===== src/rtl/fc3_data_sink_pkg.sv =====
// Shared definitions for the fc3 tensor capture sink: FSM encoding and readback latency.
package fc3_data_sink_pkg;

    typedef logic [0:0] fsm_state_t;

    localparam fsm_state_t CAPTURE = 1'b0;
    localparam fsm_state_t DONE    = 1'b1;

    localparam int RD_LATENCY = 2;

endpackage


===== src/rtl/fc3_data_sink_ram.sv =====
// Simple dual-port RAM, one write and one read port, read data registered twice.
// Same-address read/write in one cycle returns the pre-write contents.
module fc3_data_sink_ram #(
    parameter int DEPTH      = 32,
    parameter int WIDTH      = 16,
    parameter int ADDR_WIDTH = 6
) (
    input  logic                  clk,
    input  logic                  rst,
    input  logic                  wr_en,
    input  logic [ADDR_WIDTH-1:0] wr_addr,
    input  logic [WIDTH-1:0]      wr_data,
    input  logic                  rd_en,
    input  logic [ADDR_WIDTH-1:0] rd_addr,
    input  logic                  rd_pipe_en,
    output logic [WIDTH-1:0]      rd_data
);

    localparam int IDX_W = (DEPTH > 1) ? $clog2(DEPTH) : 1;

    logic [WIDTH-1:0] mem [DEPTH];
    logic [WIDTH-1:0] s1_d, s1_q;
    logic [WIDTH-1:0] s2_d, s2_q;

    // Out-of-range read addresses alias onto the low index bits; their data is don't-care.
    always_ff @(posedge clk) begin
        if (wr_en) begin
            mem[wr_addr[IDX_W-1:0]] <= wr_data;
        end
    end

    always_comb begin
        s1_d = s1_q;
        s2_d = s2_q;
        if (rd_en) begin
            s1_d = mem[rd_addr[IDX_W-1:0]];
        end
        if (rd_pipe_en) begin
            s2_d = s1_q;
        end
    end

    always_ff @(posedge clk) begin
        if (rst) begin
            s1_q <= '0;
            s2_q <= '0;
        end else begin
            s1_q <= s1_d;
            s2_q <= s2_d;
        end
    end

    assign rd_data = s2_q;

endmodule


===== src/rtl/fc3_data_sink.sv =====
// Captures one tensor of beats into RAM, then stops until clear; readback at any time,
// two-cycle latency, one read per cycle.
module fc3_data_sink
    import fc3_data_sink_pkg::*;
#(
    parameter int DATA_IN_TENSOR_SIZE_DIM_0 = 32,
    parameter int DATA_IN_TENSOR_SIZE_DIM_1 = 1,
    parameter int DATA_IN_PRECISION_0       = 16,
    parameter int DATA_IN_PRECISION_1       = 3,
    parameter int DATA_IN_PARALLELISM_DIM_0 = 1,
    parameter int DATA_IN_PARALLELISM_DIM_1 = 1,
    localparam int PAR        = DATA_IN_PARALLELISM_DIM_0 * DATA_IN_PARALLELISM_DIM_1,
    localparam int IN_DEPTH   = DATA_IN_TENSOR_SIZE_DIM_0 * DATA_IN_TENSOR_SIZE_DIM_1 / PAR,
    localparam int ADDR_WIDTH = $clog2(IN_DEPTH + 1)
) (
    input  logic                           clk,
    input  logic                           rst,
    input  logic [DATA_IN_PRECISION_0-1:0] data_in [PAR],
    input  logic                           data_in_valid,
    output logic                           data_in_ready,
    input  logic                           clear,
    input  logic                           rd_en,
    input  logic [ADDR_WIDTH-1:0]          rd_addr,
    output logic [DATA_IN_PRECISION_0-1:0] rd_data [PAR],
    output logic                           rd_data_valid,
    output logic [ADDR_WIDTH-1:0]          beat_count,
    output logic                           capture_done
);

    localparam int P     = DATA_IN_PRECISION_0;
    localparam int WIDTH = P * PAR;
    localparam logic [ADDR_WIDTH-1:0] LAST_BEAT = ADDR_WIDTH'(IN_DEPTH - 1);

    fsm_state_t              state_d, state_q;
    logic [ADDR_WIDTH-1:0]   beat_count_d, beat_count_q;
    logic [RD_LATENCY-1:0]   rd_vld_d, rd_vld_q;
    logic                    handshake;
    logic [WIDTH-1:0]        wr_word;
    logic [WIDTH-1:0]        rd_word;

    // clear wins over a coincident beat by dropping ready.
    always_comb begin
        data_in_ready = !rst && (state_q == CAPTURE) && !clear;
        handshake     = data_in_valid && data_in_ready;
        state_d       = state_q;
        beat_count_d  = beat_count_q;
        if (clear) begin
            state_d      = CAPTURE;
            beat_count_d = '0;
        end else if (handshake) begin
            beat_count_d = beat_count_q + ADDR_WIDTH'(1);
            if (beat_count_q == LAST_BEAT) begin
                state_d = DONE;
            end
        end
        rd_vld_d = {rd_vld_q[RD_LATENCY-2:0], rd_en};
    end

    always_ff @(posedge clk) begin
        if (rst) begin
            state_q      <= CAPTURE;
            beat_count_q <= '0;
            rd_vld_q     <= '0;
        end else begin
            state_q      <= state_d;
            beat_count_q <= beat_count_d;
            rd_vld_q     <= rd_vld_d;
        end
    end

    always_comb begin
        wr_word = '0;
        for (int j = 0; j < PAR; j++) begin
            wr_word[P*j +: P] = data_in[j];
            rd_data[j]        = rd_word[P*j +: P];
        end
    end

    fc3_data_sink_ram #(
        .DEPTH      (IN_DEPTH),
        .WIDTH      (WIDTH),
        .ADDR_WIDTH (ADDR_WIDTH)
    ) u_ram (
        .clk        (clk),
        .rst        (rst),
        .wr_en      (handshake),
        .wr_addr    (beat_count_q),
        .wr_data    (wr_word),
        .rd_en      (rd_en),
        .rd_addr    (rd_addr),
        .rd_pipe_en (rd_vld_q[0]),
        .rd_data    (rd_word)
    );

    assign rd_data_valid = rd_vld_q[RD_LATENCY-1];
    assign beat_count    = beat_count_q;
    assign capture_done  = (state_q == DONE);

endmodule


===== config.mk =====
export PLATFORM = sky130hd
export DESIGN_NAME = fc3_data_sink
export DESIGN_NICKNAME = d
export VERILOG_FILES = /design/src/rtl/fc3_data_sink_pkg.sv /design/src/rtl/fc3_data_sink_ram.sv /design/src/rtl/fc3_data_sink.sv
export SDC_FILE = /design/constraint.sdc
export NUM_CORES = 1
export LEC_CHECK = 0
export BUFFER_PORTS_ARGS = -buffer_cell sky130_fd_sc_hd__clkbuf_2
export CORE_MARGIN = 1.5
export CORE_UTILIZATION = 50
export DETAILED_ROUTE_END_ITERATION = 10
export PLACE_DENSITY = 0.66
export SLEW_MARGIN = 20
export SYNTH_ARGS = -nofsm -noshare
export SYNTH_HDL_FRONTEND = slang
export SYNTH_SLANG_ARGS = --single-unit

===== constraint.sdc =====
create_clock -name clk -period 3.3 [get_ports clk]
set_input_delay 0.33 -clock clk [delete_from_list [all_inputs] [get_ports clk]]
set_output_delay 0.33 -clock clk [all_outputs]
set_load 0.02 [all_outputs]

==> flow_metrics.tcl <==
set metrics [dict create \
    cts_buffers 55 \
    drc_errors 0 \
    design.core.area_mm2 0.0422 \
    first_pass_iters 5 \
    postRouteAntennaNets 0 \
    grt_pass1_wl_um 69800 \
    multi_input_area_mm2 0.00490 \
    grt_pass1_vias 10767 \
    gr-total-overflow 0 \
    vias 11303 \
    synth_cell_types 32 \
    setup_violations 0 \
    cts.repair.resized 0 \
    cts_sinks 553 \
    reg2reg_slack_ns 0.75 \
    synth_compound_area_share_pct 6.98 \
    ys_seq_elements 553 \
    postSynthCellCount 1244 \
    syn_avg_cell_area_um2 17.3 \
    seqCellArea_mm2 0.0162 \
    worstHoldStart "clear" \
    muxShareOfSynthArea_pct 12.6 \
    fillers 3205 \
    min_path_type "in2reg" \
    report.final.slew_viol_count 0 \
    regToRegStartpoint "capture_done" \
    cts_buffer_depth 3 \
    worstReg2RegEnd "u_ram.mem[15][7]" \
    syn2layout_area_growth_pct 13.3 \
    tns_ns 0 \
    hold_path_depth 3 \
    synth_nets 1275 \
    status "complete, no violations" \
    min_to "beat_count[5]" \
    post-route-cell-area_mm2 0.0244 \
    cts-hold-fix-buffers 0 \
    yosys.area_share.adder_pct 0.232 \
    max-vdd-ir-drop_mv 0.371 \
    dpl-instance-area_mm2 0.0226 \
    worstPathMaxFanout 16 \
    clockRootBuffer "clkbuf_16" \
    ff2ff_path_depth 4 \
    die_w_um 211 \
    wl_um 47900 \
    hold_viol 0 \
    rsz0062_at_grt "false" \
    crit_arrival_ns 2.82 \
    rows 75 \
    relSlewSlack_pct 39.3 \
    leakage_nw 8.59 \
    wl_per_cell_um 25.0 \
    finClkSkew_ns 0.0150 \
    cts_setup_buffers 0 \
    required_ns 3.57 \
    yosys.area_share.xor_xnor_pct 0.122 \
    finalCriticalPeriod_ns 2.55 \
    synth-simple-area-share_pct 2.67 \
    ys_seq_area_share_pct 75.2 \
    synth_area_mm2 0.0215 \
    max_freq_mhz 392 \
    portBuffers 50 \
    cts_tree "done" \
    initial_utilization_pct 51.0 \
    power_density_mw_per_mm2 598 \
    avgViaCountPerCell 5.89 \
    final_nets 1366 \
    drt-initial-drc-count 1094 \
    dieArea_mm2 0.0443 \
    die_h_um 211 \
    path_class "reg2reg" \
    synth_top_family_by_area "multiplexers" \
    antenna_found_initial 8 \
    cts_htree_levels 2 \
    gp_congestion 0.775 \
    track_usage_pct 21.8 \
    maxCapViolations 0 \
    clock_latency_ns 0.61 \
    post-dp-hpwl_um 27400 \
    startpoint_type "register" \
    cp-startpoint "capture_done" \
    final_util_pct 57.8 \
    crit_path_end_kind "register" \
    drive_gt1_share_pct 16.2 \
    worst_slew_pin_slew_ns 0.909 \
    grt_max_degree 65 \
    yosys_warnings 0 \
    ioPinCount 52 \
    clk_pin_slew_ns 0.06 \
    fin_crit_sh_pct 77.3 \
]
[Yosys cell counts, drive strengths merged]
| master | instances | area (um^2) |
|---|---|---|
| nor3 | 1 | 5.00 |
| clkbuf | 40 | 154 |
| xor2 | 2 | 17.5 |
| buf | 38 | 305 |
| or4 | 16 | 120 |
| ha | 4 | 50.1 |
| o21a | 1 | 7.51 |
| nand4 | 1 | 6.26 |
| a21oi | 66 | 330 |
| xnor2 | 1 | 8.76 |
| a211oi | 16 | 200 |
| nor4b | 1 | 15.0 |
| mux2i | 272 | 2720 |
| nand3 | 2 | 10.0 |
| nand2 | 7 | 26.3 |
| nor2b | 4 | 25.0 |
| o21ai | 1 | 5.00 |
| or2 | 3 | 18.8 |
| nand2b | 2 | 12.5 |
| a22oi | 128 | 961 |
| nand3b | 2 | 15.0 |
| edfxtp | 512 | 15400 |
| or3 | 2 | 12.5 |
| or3b | 2 | 17.5 |
| inv | 2 | 7.51 |
| nor2 | 76 | 285 |
| and2 | 1 | 6.26 |
| dfxtp | 41 | 821 |
[flip-flops by register name, indices dropped and copies added (netlist names)]
register and flops:
capture_done 1, u_ram.s1_q 16, beat_count 6, u_ram.rd_data 16, rd_vld_q 2, u_ram.mem 512
[metal layers]
layer / track usage, % / vias to the layer above / share of wire [%]
met1: 30.8 / 5713 / 43
met5: 0 / - / 0.096
met3: 3.14 / 75 / 6.6
met2: 35.3 / 404 / 48
li1: - / 5105 / -
met4: 6.58 / 6 / 2.1
[worst max path at each step]
stage	endpoint	slack, ns	cells past startpoint
6_report	u_ram.mem[15][7]	0.75	4
5_1_grt	u_ram.mem[15][7]	0.56	4
4_1_cts	u_ram.mem[15][7]	0.74	4
3_5_place_dp	u_ram.mem[15][9]	0.68	5
3_3_place_gp	u_ram.s1_q[3]	0.72	7
2_1_floorplan	u_ram.mem[15][0]	0.68	5
[worst max-delay path, cell delays in order (launching register included)]
cell and delay [ns]:
dfxtp_1 0.34, nor4b_2 0.73, nand2_1 0.56, nor2_1 0.28, buf_4 0.31
[cell usage in the layout, fill, tap and decap left out, drive strengths merged, types with 7 or more instances in the layout]
cell type    n
buf         63
dfxtp       41
a22oi      128
clkbuf     119
clkinv      20
nor2        76
a21oi       66
nand2        7
edfxtp     512
a211oi      16
mux2i      272
or4         16
[layout make-up]
| class | count | area share, % |
|---|---|---|
| Sequential cell | 553 | 66.3 |
| Clock buffer | 70 | 6.06 |
| Multi-Input combinational cell | 611 | 20.1 |
| Antenna cell | 1 | 0.0103 |
| Timing Repair Buffer | 112 | 3.43 |
| Inverter | 2 | 0.0308 |
| Clock inverter | 30 | 1.28 |
| Tap cell | 539 | 2.76 |
[metrics by stage]
stage,setup WS [ns],std cells,hold WS (ns),total power [mW]
finish,0.748,1918,0.116,14.6
detailed placement,0.679,1817,0.483,8.55
global route,0.559,1917,0.141,15.0
global placement,0.723,1817,0.471,8.54
floorplan,0.680,1244,0.429,8.26
CTS,0.740,1917,0.0979,14.7
[power breakdown]
part           switching [mW]  leakage (nW)  internal (mW)
registers              0.0193          4.94           7.68
logic                   0.463          2.76          0.233
clock network            2.56         0.895           3.63
total                    3.04          8.59           11.6
[logic make-up (layout without fill, tap and decap cells)]
kind of cell / after synthesis / count (layout)
and+or+nand+nor: 120 / 120
xor gates and xnor gates: 3 / 3
buffers and inverters: 80 / 214
muxes: 272 / 272
other: 0 / 1
adders and majority gates: 4 / 4
AOI/OAI and AO/OA: 212 / 212
DFF: 553 / 553
Power figures use the tool's default switching activity.
